## src/rtl/key_param_pkg.sv

```systemverilog
// Shared constants for the front-panel parameter controller: key bits,
// parameter addresses, FSM encoding and a per-address table lookup.
package key_param_pkg;

    localparam int K_SEL_NEXT = 0;
    localparam int K_SEL_PREV = 1;
    localparam int K_INC      = 2;
    localparam int K_DEC      = 3;
    localparam int K_INC_BIG  = 4;
    localparam int K_DEC_BIG  = 5;
    localparam int K_APPLY    = 6;
    localparam int K_DEFAULTS = 7;

    localparam logic [1:0] P_TB   = 2'd0;
    localparam logic [1:0] P_GAIN = 2'd1;
    localparam logic [1:0] P_TRIG = 2'd2;
    localparam logic [1:0] P_FILT = 2'd3;

    typedef enum logic [1:0] {ST_INIT, ST_IDLE, ST_SEND} state_t;

    // Picks the MAX or DEF value belonging to a parameter address.
    function automatic int unsigned param_lut(input logic [1:0] addr,
                                              input int unsigned v_tb, v_gain,
                                              v_trig, v_filt);
        case (addr)
            P_TB:    param_lut = v_tb;
            P_GAIN:  param_lut = v_gain;
            P_TRIG:  param_lut = v_trig;
            default: param_lut = v_filt;
        endcase
    endfunction

endpackage

```

## src/rtl/key_param_ctrl_if.sv

```systemverilog
// Datapath configuration port: one parameter word per valid/ready transfer.
interface key_param_ctrl_if #(parameter int PW = 8);
    logic          cfg_valid;
    logic          cfg_ready;
    logic [1:0]    cfg_addr;
    logic [PW-1:0] cfg_data;

    modport master (output cfg_valid, cfg_addr, cfg_data, input cfg_ready);
    modport slave  (input cfg_valid, cfg_addr, cfg_data, output cfg_ready);
endinterface

```

## src/rtl/key_param_ctrl_step.sv

```systemverilog
// Saturating add/sub of a parameter value by a step, clamped to [0, max].
module param_sat_step #(
    parameter int PW = 8
) (
    input  logic [PW-1:0] value,
    input  logic [PW-1:0] step,
    input  logic          sub,
    input  logic [PW-1:0] max,
    output logic [PW-1:0] result
);
    logic [PW:0] wide;

    always_comb begin
        wide   = '0;
        result = value;
        if (sub) begin
            // A set top bit after the subtraction is a borrow, i.e. below zero.
            wide   = {1'b0, value} - {1'b0, step};
            result = wide[PW] ? '0 : wide[PW-1:0];
        end else begin
            wide   = {1'b0, value} + {1'b0, step};
            result = (wide > {1'b0, max}) ? max : wide[PW-1:0];
        end
    end
endmodule

```

## src/rtl/key_param_ctrl.sv

```systemverilog
// Front-panel parameter controller: edits four shadow parameters from key
// pulses and pushes all of them to the datapath on APPLY, DEFAULTS or reset.
module key_param_ctrl
    import key_param_pkg::*;
#(
    parameter int          PW       = 8,
    parameter int unsigned TB_MAX   = 15,
    parameter int unsigned TB_DEF   = 4,
    parameter int unsigned GAIN_MAX = 7,
    parameter int unsigned GAIN_DEF = 0,
    parameter int unsigned TRIG_MAX = 255,
    parameter int unsigned TRIG_DEF = 128,
    parameter int unsigned FILT_MAX = 3,
    parameter int unsigned FILT_DEF = 0,
    parameter int unsigned STEP_BIG = 16
) (
    input  logic                clk,
    input  logic                rst_n,
    input  logic [7:0]          key_pulse,
    key_param_ctrl_if.master    cfg,
    output logic [1:0]          sel,
    output logic [PW-1:0]       sel_value,
    output logic                dirty,
    output logic                busy
);
    localparam logic [3:0][PW-1:0] DEF_TAB =
        {PW'(FILT_DEF), PW'(TRIG_DEF), PW'(GAIN_DEF), PW'(TB_DEF)};

    state_t               state, state_nxt;
    logic [3:0][PW-1:0]   shadow, shadow_nxt;
    logic [1:0]           sel_nxt, addr, addr_nxt;
    logic                 dirty_nxt;
    logic                 step_sub, step_big;
    logic [PW-1:0]        step_amt, sel_max, step_res;

    assign sel_value     = shadow[sel];
    assign busy          = (state != ST_IDLE);
    assign cfg.cfg_valid = (state == ST_SEND);
    assign cfg.cfg_addr  = addr;
    assign cfg.cfg_data  = cfg.cfg_valid ? shadow[addr] : '0;

    // Step direction/size follows the highest-priority arithmetic key.
    always_comb begin
        step_sub = 1'b0;
        step_big = 1'b0;
        if (key_pulse[K_DEC_BIG]) begin
            step_sub = 1'b1;
            step_big = 1'b1;
        end else if (key_pulse[K_INC_BIG]) begin
            step_big = 1'b1;
        end else if (key_pulse[K_DEC]) begin
            step_sub = 1'b1;
        end
    end

    assign step_amt = step_big ? PW'(STEP_BIG) : PW'(1);
    assign sel_max  = PW'(param_lut(sel, TB_MAX, GAIN_MAX, TRIG_MAX, FILT_MAX));

    param_sat_step #(.PW(PW)) u_step (
        .value  (shadow[sel]),
        .step   (step_amt),
        .sub    (step_sub),
        .max    (sel_max),
        .result (step_res)
    );

    always_comb begin
        state_nxt  = state;
        shadow_nxt = shadow;
        sel_nxt    = sel;
        addr_nxt   = addr;
        dirty_nxt  = dirty;
        case (state)
            ST_INIT: begin
                state_nxt = ST_SEND;
                addr_nxt  = 2'd0;
            end
            ST_IDLE: begin
                if (key_pulse[K_DEFAULTS]) begin
                    shadow_nxt = DEF_TAB;
                    state_nxt  = ST_SEND;
                    addr_nxt   = 2'd0;
                end else if (key_pulse[K_APPLY]) begin
                    state_nxt = ST_SEND;
                    addr_nxt  = 2'd0;
                end else if (|key_pulse[K_DEC_BIG:K_INC]) begin
                    // Only a real change marks the shadow set dirty.
                    if (step_res != shadow[sel]) begin
                        shadow_nxt[sel] = step_res;
                        dirty_nxt       = 1'b1;
                    end
                end else if (key_pulse[K_SEL_PREV]) begin
                    sel_nxt = sel - 2'd1;
                end else if (key_pulse[K_SEL_NEXT]) begin
                    sel_nxt = sel + 2'd1;
                end
            end
            ST_SEND: begin
                if (cfg.cfg_ready) begin
                    if (addr == 2'd3) begin
                        state_nxt = ST_IDLE;
                        dirty_nxt = 1'b0;
                    end else begin
                        addr_nxt = addr + 2'd1;
                    end
                end
            end
            default: state_nxt = ST_INIT;
        endcase
    end

    always_ff @(posedge clk or negedge rst_n) begin
        if (!rst_n) begin
            state  <= ST_INIT;
            shadow <= DEF_TAB;
            sel    <= 2'd0;
            addr   <= 2'd0;
            dirty  <= 1'b0;
        end else begin
            state  <= state_nxt;
            shadow <= shadow_nxt;
            sel    <= sel_nxt;
            addr   <= addr_nxt;
            dirty  <= dirty_nxt;
        end
    end
endmodule

```

## src/flat_wrapper.sv

```systemverilog
// flat-port wrapper written by rule: the top's interface ports become plain ports
module key_param_ctrl_flat import key_param_pkg::*;
#(
    parameter int          PW       = 8,
    parameter int unsigned TB_MAX   = 15,
    parameter int unsigned TB_DEF   = 4,
    parameter int unsigned GAIN_MAX = 7,
    parameter int unsigned GAIN_DEF = 0,
    parameter int unsigned TRIG_MAX = 255,
    parameter int unsigned TRIG_DEF = 128,
    parameter int unsigned FILT_MAX = 3,
    parameter int unsigned FILT_DEF = 0,
    parameter int unsigned STEP_BIG = 16
)
  (clk, rst_n, key_pulse, sel, sel_value, dirty, busy, cfg_cfg_valid, cfg_cfg_addr, cfg_cfg_data, cfg_cfg_ready);
  key_param_ctrl_if #(.PW(PW)) cfg_i ();
  input  logic clk;
  input  logic rst_n;
  input  logic [7:0] key_pulse;
  output logic [1:0] sel;
  output logic [PW-1:0] sel_value;
  output logic dirty;
  output logic busy;
  output wire logic [$bits(cfg_i.cfg_valid)-1:0] cfg_cfg_valid;
  output wire logic [$bits(cfg_i.cfg_addr)-1:0] cfg_cfg_addr;
  output wire logic [$bits(cfg_i.cfg_data)-1:0] cfg_cfg_data;
  input wire logic [$bits(cfg_i.cfg_ready)-1:0] cfg_cfg_ready;
  assign cfg_cfg_valid = cfg_i.cfg_valid;
  assign cfg_cfg_addr = cfg_i.cfg_addr;
  assign cfg_cfg_data = cfg_i.cfg_data;
  assign cfg_i.cfg_ready = cfg_cfg_ready;
  key_param_ctrl #(.PW(PW), .TB_MAX(TB_MAX), .TB_DEF(TB_DEF), .GAIN_MAX(GAIN_MAX), .GAIN_DEF(GAIN_DEF), .TRIG_MAX(TRIG_MAX), .TRIG_DEF(TRIG_DEF), .FILT_MAX(FILT_MAX), .FILT_DEF(FILT_DEF), .STEP_BIG(STEP_BIG)) u_core (.clk(clk), .rst_n(rst_n), .key_pulse(key_pulse), .cfg(cfg_i), .sel(sel), .sel_value(sel_value), .dirty(dirty), .busy(busy));
endmodule
```

## config.mk

```make
export PLATFORM = sky130hd
export DESIGN_NAME = key_param_ctrl_flat
export DESIGN_NICKNAME = d
export VERILOG_FILES = /design/src/rtl/key_param_pkg.sv /design/src/rtl/key_param_ctrl_if.sv /design/src/rtl/key_param_ctrl_step.sv /design/src/rtl/key_param_ctrl.sv /design/src/flat_wrapper.sv
export SDC_FILE = /design/constraint.sdc
export NUM_CORES = 1
export LEC_CHECK = 0
export BUFFER_PORTS_ARGS = -buffer_cell sky130_fd_sc_hd__buf_2
export CELL_PAD_IN_SITES_DETAIL_PLACEMENT = 0
export CELL_PAD_IN_SITES_GLOBAL_PLACEMENT = 2
export CORE_UTILIZATION = 39
export DETAILED_ROUTE_END_ITERATION = 8
export PLACE_DENSITY_LB_ADDON = 0.1
export SLEW_MARGIN = 10
export SYNTH_ARGS = -nofsm -noshare
export SYNTH_HDL_FRONTEND = slang
export SYNTH_SLANG_ARGS = --single-unit
```

## constraint.sdc

```tcl
create_clock -name clk -period 9.8 [get_ports clk]
set_input_delay 2.45 -clock clk [delete_from_list [all_inputs] [get_ports clk]]
set_output_delay 2.45 -clock clk [all_outputs]
set_load 0.005 [all_outputs]
```

==> metrics.csv, run 1 <==
stage;metric;value;unit
outcome;status;finished, final reports clean;
place;HPWL after DPL;7860;um
route;drt pass-1 iters;5;
worst_setup_path;worst flop-to-flop path startpoint;u_core.sel[1]$_DFFE_PN0P_;
cts;clk root buf;clkbuf_8;
floorplanning;Die ar.;8960;sq um
sta;Slew HR;34.1;%
worst_setup_path;most frequent cell on the critical path;ha_1;
grt;Tot GR Track Use;26.2;%
worst_setup_path;Setup CP Type;input port to register;
synth;Avg Inst Size Synth;8.56;sq um
cts;Max clock buf depth;2;
sta;min Tclk post-route;7.25;ns
worst_setup_path;WP depth;19;
min_path;HP Class;register to register;
sta;Clock Skew;0.00661;ns
sta;worst slew pin tran;0.982;ns
grt;largest net degree at the start of global routing;40;
synth;cell with the most instances after synthesis;nand2_1;
floorplanning;Top Ports;34;
synth;Seq/Total Area, Yosys;29.2;%
worst_setup_path;CP Capture Type;register;
route;overall routed net length;11000;um
cts;cts hold-fix bufs;0;
grt;total grt overflow;0;
place;pre-CTS setup slack;2.35;ns
synth;FF+latch count, synth;39;
worst_setup_path;crit path launch;key_pulse[4];
synth;post-synthesis cell count;391;
route;Detailed Route Iter0 Violations;295;
synth;Distinct cells, synth;62;
sta;Final Setup Violations;0;
worst_setup_path;Worst Path Required;9.93;ns
synth;top cell types by occurrence after synthesis;nand2_1 (74), dfrtp_1 (37), nor2_1 (21);
layout;Util after Layout;44.5;%
pwr;P_leak;1.53;nW
route;drt wl/cell;21.1;um
floorplanning;Die X;94.6;um
worst_setup_path;delay-heaviest family, CP;compound AO/OA/AOI/OAI gates;
layout;Final Net Count;442;
sta;post-route setup slack;2.55;ns
worst_setup_path;Buf/Inv on CP;1;
cts;total CTS buffers;5;
cts;CTS-repair resized insts;0;
grt;vias in the first global route;3018;
worst_setup_path;largest fanout on the critical path;15;
synth;cells taking the most area after synthesis;dfrtp_1 (28%), mux4_2 (9.4%), nand2_1 (8.3%), ha_1 (6.4%), o22ai_1 (3.7%);
synth;Syn Std Cell Area;3350;sq um
place;GP Congestion;0.920;
cts;Clock Sinks;39;
synth;Top FF cell, synth;dfrtp_1;
worst_setup_path;reg2reg path depth;21;
cts;worst skew pair latency;0.29;ns
pwr;power per cell area;165;nW/um^2
worst_setup_path;Worst path slowest cell;a21oi_1;
synth;synth warn;0;
route;Vias;3203;
job;max_cap viols;0;
pwr;IR drop worst, VDD;0.0819;mV
grt;initial antenna violation count;0;
cts;postcts setup bufs;0;
worst_setup_path;max incr delay on CP;0.72;ns
synth;post-synth top area cell;dfrtp_1;
place;port bufs;33;
floorplanning;core area;8260;sq um
sta;fmax;138;MHz
worst_setup_path;FF-to-FF End;u_core.shadow[13]$_DFFE_PN0P_;
synth;Post-synth EDFFs;0;
layout;area grow syn2layout;9.79;%
floorplanning;Rows;33;
layout;# diodes;0;
route;Vias per Instance;6.16;
layout;fillcell total;851;
worst_setup_path;Critical Path Sink;u_core.shadow[13]$_DFFE_PN0P_;
sta;Final TNS setup;0;ns
layout;share of post-route cells with drive strength above 1;18.1;%
sta;max-slew violations;0;
sta;WHS;0.535;ns
sta;crit share post-route;74.0;%
worst_setup_path;CP Data Arrival Time;7.38;ns
sta;Final Hold Violating Endpoints;0;
worst_setup_path;CP cell instances;buf_2 -> nor2_1 -> ha_1 -> ha_1 -> nor2b_1 -> o2bb2ai_1 -> a31oi_1 -> nor2b_1 -> xor2_1 -> ha_1 -> a211oi_1 -> o21ai_0 -> nand2_1 -> o21ai_1 -> or3b_2 -> a31oi_1 -> nor4_4 -> a21oi_1 -> o32ai_1;
route;Residual DRC;0;
route;post-route ant nets;0;
cts;clk slew on worst S/H paths;0.08;ns
synth;ys async rst share;100;%
floorplanning;Die Y;94.6;um
worst_setup_path;CP startpoint kind;input port;
floorplanning;Starting Density;40.5;%
synth;Syn Nets;419;
sta;unrepaired setup endpoints after global routing;false;
worst_setup_path;reg-to-reg slack, setup;3.74;ns
synth;Synth top area share;27.7;%
cts;CTS tree;built;
cts;H-tree levels;2;
grt;first-pass GRT wire length;17300;um
[metal layers]
metal  GRT usage (%)  wire length, um
met1            39.4             5260
met4            7.95              238
met3            4.11              733
met2            38.2             4760
met5               0                0
[cell type report]
cell class | count | area, sq um | area share (%)
Clock buffer | 8 | 100 | 2.72
Sequential cell | 39 | 978 | 26.6
Tap cell | 105 | 131 | 3.58
Multi-Input combinational cell | 311 | 2190 | 59.6
Timing Repair Buffer | 38 | 203 | 5.52
Inverter | 19 | 71.3 | 1.94
[report_power, final]
| group | switching, mW | leakage [nW] | internal [mW] | total, mW |
|---|---|---|---|---|
| registers | 0.0337 | 0.529 | 0.179 | 0.212 |
| clock network | 0.0589 | 0.0515 | 0.0643 | 0.123 |
| logic | 0.158 | 0.950 | 0.111 | 0.269 |
| total | 0.251 | 1.53 | 0.354 | 0.605 |
[cells by family (layout without fill, tap and decap cells)]
logic type	after synthesis	after routing	synth area share (%)
AO/OA/AOI/OAI	111	111	22.5
XOR/XNOR	12	12	3.14
adder cells (fa/ha/maj)	17	17	6.36
buffers and inverters	41	65	5.31
flip-flops	39	39	29.2
multiplexers	23	23	12.4
AND/OR/NAND/NOR	148	148	21.0
[worst reg2reg max path, delay by kind of cell, from the launching register on]
kind,cells,cell delay [ns]
AOI/OAI and AO/OA,9,2.74
xor gates and xnor gates,1,0.18
adders and majority gates,2,0.60
buffers and inverters,2,0.47
DFF,1,0.43
muxes,1,0.26
and+or+nand+nor,6,1.21
[how the worst min path moves through the flow]
stage                                start                           to  slack [ns]  cells past startpoint
2_1_floorplan  u_core.state[1]$_DFFE_PN0P_  u_core.state[1]$_DFFE_PN0P_        0.50                      1
3_3_place_gp      u_core.dirty$_DFFE_PN0P_     u_core.dirty$_DFFE_PN0P_        0.51                      2
3_5_place_dp      u_core.dirty$_DFFE_PN0P_     u_core.dirty$_DFFE_PN0P_        0.52                      2
4_1_cts           u_core.dirty$_DFFE_PN0P_     u_core.dirty$_DFFE_PN0P_        0.53                      2
5_1_grt           u_core.dirty$_DFFE_PN0P_     u_core.dirty$_DFFE_PN0P_        0.55                      2
6_report          u_core.dirty$_DFFE_PN0P_     u_core.dirty$_DFFE_PN0P_        0.54                      2
[flip-flops by register name (all words and copies together) (netlist names)]
| signal | count |
|---|---|
| u_core.sel | 2 |
| u_core.dirty | 1 |
| u_core.state | 2 |
| u_core.shadow | 32 |
| u_core.cfg.cfg_addr | 2 |
[layout by cell type (no fill, tap or decap), drive strengths merged, types with 2 or more instances in the layout]
| master | netlist | layout |
|---|---|---|
| xor2 | 2 | 2 |
| or2 | 2 | 2 |
| o2bb2ai | 3 | 3 |
| nand2b | 4 | 4 |
| o32a | 2 | 2 |
| xnor2 | 10 | 10 |
| o21ai | 20 | 20 |
| o31ai | 2 | 2 |
| clkbuf | 14 | 8 |
| nor3 | 7 | 7 |
| mux2i | 4 | 4 |
| or3 | 2 | 2 |
| a32oi | 2 | 2 |
| and4 | 3 | 3 |
| a22o | 2 | 2 |
| o211ai | 4 | 4 |
| o22ai | 20 | 20 |
| o311ai | 2 | 2 |
| o32ai | 13 | 13 |
| and3 | 2 | 2 |
| nor3b | 3 | 3 |
| ha | 17 | 17 |
| nand4 | 3 | 3 |
| a211oi | 3 | 3 |
| nand3 | 7 | 7 |
| a31oi | 5 | 5 |
| nor4 | 2 | 2 |
| mux4 | 14 | 14 |
| nand2 | 74 | 74 |
| dfstp | 2 | 2 |
| nor2 | 21 | 21 |
| inv | 18 | 18 |
| buf | 8 | 38 |
| a21oi | 20 | 20 |
| and2 | 11 | 11 |
| dfrtp | 37 | 37 |
| nor2b | 3 | 3 |
| a21o | 4 | 4 |
| mux2 | 5 | 5 |
[stage by stage]
step	cell area (sq um)	std cells	total power [mW]
after floorplan	3350	391	0.397
after CTS	3670	520	0.605
final	3670	520	0.605
after global routing	3670	520	0.648
after detailed placement	3570	512	0.482
after global placement	3570	512	0.482
Note: power is estimated with default switching activity, not from simulation.
==> run 2, diff against run 1 <==
CORE_UTILIZATION = 33   (was 39)
clock period = 6.65 ns   (was 9.8 ns; I/O delays follow)
==> run 2 against run 1 <==
  * Routed wire length rose by 0.90%
  * Clock-buffer cell count down 3
  * Critical endpoint is now u_core.shadow[3]$_DFFE_PN0P_
  * Critical path type unchanged
  * Sequential share of layout area decreased by 0.59 points
  * Non-clock buffer count up 3
  * Highest routed layer unchanged
  * Largest power group unchanged
  * Power increased by 52%
  * Clock power is 66% higher
  * Register-to-register slack got worse by 2.9 ns
  * Critical path depth rose by 1
  * Clock skew is 0.0037 ns higher
  * Combinational power grew 50%
==> metrics.csv, run 2 (same netlist as run 1, synthesis figures left out) <==
stage;metric;value;unit
outcome;status;finished, final reports clean;
route;Residual DRC;0;
place;placed insts;543;
floorplanning;core area;9820;sq um
route;drt pass-1 iters;4;
cts;CTS-repair resized insts;0;
sta;unrepaired setup endpoints after global routing;false;
sta;Final TNS setup;0;ns
worst_setup_path;Setup CP Type;input port to register;
grt;total grt overflow;0;
pwr;power per cell area;244;nW/um^2
min_path;WHS Path Cells;2;
layout;commonest non-fill, non-tap cell in the layout;nand2_1;
place;HPWL after DPL;8450;um
grt;vias in the first global route;3195;
floorplanning;Rows;36;
layout;# diodes;0;
cts;CTS tree;built;
route;Vias;3141;
worst_setup_path;largest fanout on the critical path;14;
layout;Largest register FFs;32;
layout;share of post-route cells with drive strength above 1;18.9;%
sta;Clock Skew;0.0103;ns
worst_setup_path;crit path launch;key_pulse[4];
min_path;HP Class;register to register;
floorplanning;Die X;103;um
worst_setup_path;CP Data Arrival Time;6.26;ns
layout;Final Net Count;445;
route;post-route ant nets;0;
worst_setup_path;CP startpoint kind;input port;
sta;Final Setup Violations;0;
cts;postcts setup bufs;0;
route;drt wl/cell;20.1;um
pwr;Switching Share;40.9;%
worst_setup_path;CP Capture Type;register;
cts;cts hold-fix bufs;0;
sta;worst slew pin tran;1.00;ns
worst_setup_path;Worst Path Required;6.80;ns
layout;Reg with most FFs;u_core.shadow;
route;overall routed net length;11100;um
cts;clk root buf;clkbuf_8;
worst_setup_path;FF-to-FF End;u_core.shadow[3]$_DFFE_PN0P_;
grt;largest net degree at the start of global routing;40;
cts;Clock Sinks;39;
sta;Final Hold Violating Endpoints;0;
route;Vias per Instance;5.70;
grt;first-pass GRT wire length;17600;um
sta;min Tclk post-route;6.11;ns
place;pre-CTS setup slack;0.225;ns
layout;non-filler cells in the finished layout;551;
floorplanning;Starting Density;34.1;%
sta;fmax;164;MHz
sta;crit share post-route;91.9;%
worst_setup_path;worst flop-to-flop path startpoint;u_core.sel[1]$_DFFE_PN0P_;
pwr;IR drop worst, VDD;0.123;mV
job;max_cap viols;0;
pwr;P_int;0.542;mW
pwr;P_leak;1.56;nW
sta;max-slew violations;0;
cts;clk slew on worst S/H paths;0.08;ns
pwr;clock share of power;22.2;%
floorplanning;Top Ports;34;
grt;Tot GR Track Use;22.4;%
sta;post-route setup slack;0.536;ns
floorplanning;Die ar.;10500;sq um
layout;fillcell total;1045;
worst_setup_path;reg-to-reg slack, setup;0.87;ns
place;port bufs;33;
route;Detailed Route Iter0 Violations;186;
cts;total CTS buffers;5;
pwr;combinational share of power;44.0;%
grt;initial antenna violation count;0;
floorplanning;Die Y;103;um
cts;worst skew pair latency;0.30;ns
pwr;Seq pwr share;33.8;%
cts;H-tree levels;2;
layout;most frequent cells in the layout;nand2_1 (74), dfrtp_1 (37), buf_2 (33);
min_path;hold endpoint;u_core.dirty$_DFFE_PN0P_;
layout;area grow syn2layout;12.3;%
worst_setup_path;reg2reg path depth;20;
min_path;HP Start;u_core.dirty$_DFFE_PN0P_;
place;GP Congestion;0.849;
pwr;Sw Pwr;0.375;mW
cts;Max clock buf depth;2;
sta;Slew HR;33.1;%
==> run 2: cell count changes in the layout (fill, tap and decap cells not counted) <==
cell       before  now
clkbuf_8        7    5
clkbuf_1        1    0
buf_4           5    7
bufinv_16       0    1
clkinv_4        0    1
buf_12          0    1
clkinv_2        0    1
==> run 2: metal layers <==
metal | GRT usage, % | share of wire, % | vias to the layer above
li1 | - | - | 1502
met1 | 30.9 | 47 | 1532
met2 | 36.5 | 47 | 83
met3 | 2.85 | 3.6 | 24
met4 | 7.14 | 2.5 | 0
met5 | 0 | 0 | -
==> run 2: cell type report <==
type | count | area, sq um | share of cell area [%]
timing repair buffer | 41 | 238 | 6.33
tap | 133 | 166 | 4.43
sequential | 39 | 978 | 26.0
clock buffer | 5 | 68.8 | 1.83
multi-input combinational | 311 | 2190 | 58.3
inverter | 19 | 71.3 | 1.90
clock inverter | 3 | 43.8 | 1.17
==> run 2: worst max-delay path, stage by stage <==
cell,delay [ns]
buf_2,0.10
nor2_1,0.26
ha_1,0.24
ha_1,0.23
nor2b_1,0.15
o2bb2ai_1,0.19
a31oi_1,0.21
nor2b_1,0.21
xor2_1,0.22
ha_1,0.29
a211oi_1,0.22
o21ai_0,0.16
nand2_1,0.18
o21ai_1,0.11
buf_4,0.21
o2bb2ai_1,0.25
xnor2_1,0.18
and4_1,0.27
a21oi_1,0.70
o22ai_1,0.21
==> run 2: power by group through the flow <==
stage	Combinational (mW)	Clock (mW)	Sequential (mW)
final	0.404	0.204	0.310
after global routing	0.446	0.219	0.316
after CTS	0.404	0.211	0.310
after detailed placement	0.401	0	0.315
after global placement	0.404	0	0.316
after floorplan	0.302	0	0.283
==> run 2: worst max path at each step <==
stage / endpoint / depth (start not counted)
6_report: u_core.shadow[3]$_DFFE_PN0P_ / 20
4_1_cts: u_core.shadow[1]$_DFFE_PN0P_ / 20
3_5_place_dp: u_core.shadow[1]$_DFFE_PN0P_ / 20
5_1_grt: u_core.shadow[3]$_DFFE_PN0P_ / 20
3_3_place_gp: u_core.shadow[1]$_DFFE_PN0P_ / 20
2_1_floorplan: u_core.shadow[13]$_DFFE_PN0P_ / 19
==> run 2: through the flow <==
step	util [%]	cell area [sq um]	power (mW)	hold slack, ns
floorplan	-	3350	0.585	0.501
global placement	37.1	3640	0.719	0.501
detailed placement	37.1	3640	0.716	0.502
CTS	38.3	3760	0.925	0.524
global route	38.3	3760	0.981	0.533
finish	38.3	3760	0.918	0.513
==> run 3, diff against run 2 <==
CORE_UTILIZATION = 37   (was 33)
GPL_ROUTABILITY_DRIVEN = 0   (was not set)
clock period = 6.72 ns   (was 6.65 ns; I/O delays follow)
==> run 3 against run 2 <==
  * Final area shrank 1.4%
  * Sequential share of layout area up 0.36 points
  * Sequential power is essentially flat
  * Hold slack improved by 0.0033 ns
  * Critical path depth did not move
  * Flip-flop and latch count is the same
  * Critical path type unchanged
==> metrics.csv, run 3 (same netlist as run 1, synthesis figures left out) <==
stage;metric;value;unit
route;drt wl/cell;21.5;um
floorplanning;Die Y;97.1;um
floorplanning;Rows;34;
cts;clk root buf;clkbuf_8;
floorplanning;Die ar.;9430;sq um
grt;vias in the first global route;3201;
pwr;P_leak;1.55;nW
sta;max-slew violations;0;
sta;Slew HR;36.8;%
worst_setup_path;CP Data Arrival Time;6.21;ns
layout;share of post-route cells with drive strength above 1;18.9;%
sta;Clock Skew;0.00583;ns
job;max_cap viols;0;
route;Residual DRC;0;
floorplanning;Die X;97.1;um
worst_setup_path;reg-to-reg slack, setup;0.96;ns
route;Vias per Instance;6.12;
min_path;HP Start;u_core.dirty$_DFFE_PN0P_;
worst_setup_path;CP Capture Type;register;
grt;initial antenna violation count;0;
worst_setup_path;CP cell instances;buf_2 -> nor2_1 -> ha_1 -> ha_1 -> nor2b_1 -> o2bb2ai_1 -> a31oi_1 -> nor2b_1 -> xor2_1 -> ha_1 -> a211oi_1 -> o21ai_0 -> nand2_1 -> o21ai_1 -> buf_4 -> o2bb2ai_1 -> xnor2_1 -> and4_1 -> a21oi_1 -> o32ai_1;
place;HPWL after DPL;8310;um
layout;area grow syn2layout;10.7;%
layout;cell area after layout;3710;sq um
worst_setup_path;reg2reg path depth;19;
sta;crit share post-route;90.3;%
grt;total grt overflow;0;
sta;Final Hold Violating Endpoints;0;
place;port bufs;33;
sta;Final Setup Violations;0;
layout;fillcell total;881;
outcome;status;finished, final reports clean;
pwr;power per cell area;236;nW/um^2
layout;Reg with most FFs;u_core.shadow;
sta;unrepaired setup endpoints after global routing;false;
sta;post-route setup slack;0.652;ns
place;dpl cell area;3620;sq um
pwr;Sw Pwr;0.372;mW
pwr;IR drop worst, VDD;0.155;mV
cts;cts hold-fix bufs;0;
cts;postcts setup bufs;0;
route;Detailed Route Iter0 Violations;160;
min_path;WHS Path Cells;2;
worst_setup_path;Setup CP Type;input port to register;
worst_setup_path;Worst path slowest cell;a21oi_1;
layout;# diodes;0;
cts;CTS-repair resized insts;0;
worst_setup_path;Worst Path Required;6.86;ns
layout;Largest register FFs;32;
cts;total CTS buffers;5;
min_path;hold endpoint;u_core.dirty$_DFFE_PN0P_;
cts;clk slew on worst S/H paths;0.08;ns
floorplanning;Top Ports;34;
min_path;HP Class;register to register;
route;drt pass-1 iters;5;
pwr;Switching Share;42.5;%
grt;largest net degree at the start of global routing;40;
pwr;P_int;0.502;mW
route;post-route ant nets;0;
pwr;clock share of power;18.2;%
worst_setup_path;worst flop-to-flop path startpoint;u_core.sel[0]$_DFFE_PN0P_;
grt;Tot GR Track Use;24.8;%
layout;Final Net Count;446;
cts;Max clock buf depth;2;
pwr;Seq pwr share;35.3;%
layout;Util after Layout;42.5;%
floorplanning;core area;8720;sq um
sta;min Tclk post-route;6.07;ns
worst_setup_path;max incr delay on CP;0.60;ns
floorplanning;Starting Density;38.4;%
worst_setup_path;CP startpoint kind;input port;
sta;worst slew pin tran;0.948;ns
cts;H-tree levels;2;
cts;worst skew pair latency;0.29;ns
layout;most frequent cells in the layout;nand2_1 (74), dfrtp_1 (37), buf_2 (33);
sta;Final TNS setup;0;ns
sta;fmax;165;MHz
worst_setup_path;most frequent cell on the critical path;ha_1;
cts;Clock Sinks;39;
place;pre-CTS setup slack;0.464;ns
pwr;combinational share of power;46.5;%
route;Vias;3225;
cts;CTS tree;built;
layout;commonest non-fill, non-tap cell in the layout;nand2_1;
worst_setup_path;largest fanout on the critical path;14;
route;overall routed net length;11300;um
grt;first-pass GRT wire length;18200;um
worst_setup_path;FF-to-FF End;u_core.shadow[7]$_DFFE_PN0P_;
## run 3: cell count changes in the layout (fill, tap and decap cells not counted), sizes merged
cell,before,now
buf,41,42
bufinv,1,0
clkbuf,5,6
clkinv,3,2
clkinvlp,0,1
## run 3: layer usage
metal / track usage (%) / up-vias / part of all wire (%)
li1: - / 1508 / -
met1: 33.5 / 1582 / 44
met2: 41.1 / 111 / 48
met3: 2.81 / 24 / 5.5
met4: 9.07 / 0 / 2.8
met5: 0 / - / 0
## run 3: stage by stage
step | hold slack, ns | cells | total power [mW]
2_1_floorplan | 0.501 | 391 | 0.579
3_3_place_gp | 0.499 | 519 | 0.719
3_5_place_dp | 0.498 | 519 | 0.716
4_1_cts | 0.518 | 527 | 0.878
5_1_grt | 0.542 | 527 | 0.932
6_report | 0.517 | 527 | 0.873
## run 3: worst max-delay path by stage
stage / from / end / cells after the start
2_1_floorplan: key_pulse[4] / u_core.shadow[13]$_DFFE_PN0P_ / 19
3_3_place_gp: key_pulse[4] / u_core.shadow[5]$_DFFE_PN0P_ / 20
3_5_place_dp: key_pulse[4] / u_core.shadow[7]$_DFFE_PN0P_ / 20
4_1_cts: key_pulse[4] / u_core.shadow[7]$_DFFE_PN0P_ / 20
5_1_grt: key_pulse[4] / u_core.shadow[7]$_DFFE_PN0P_ / 20
6_report: key_pulse[4] / u_core.shadow[7]$_DFFE_PN0P_ / 20
## run 3: power by group through the flow
stage	combinational, mW	clock, mW	sequential, mW
after floorplan	0.298	0	0.280
after CTS	0.404	0.165	0.309
after detailed placement	0.402	0	0.314
final	0.406	0.159	0.308
after global placement	0.405	0	0.314
after global routing	0.443	0.174	0.315
## run 3: critical path, delay by kind of cell
kind / cells / cell delay (ns)
AO/OA/AOI/OAI: 8 / 1.95
XOR/XNOR: 2 / 0.40
adder cells (fa/ha/maj): 3 / 0.75
buffers and inverters: 2 / 0.30
AND/OR/NAND/NOR: 5 / 1.12
## run 3: final cells by class
class	count	area, sq um	share of cell area (%)
multi-input cells	311	2190	59.1
flip-flops and latches	39	978	26.4
repair buffers	42	245	6.62
well taps	108	135	3.65
clock buffers	6	72.6	1.96
inverters	19	71.3	1.92
clock inverters	2	12.5	0.338
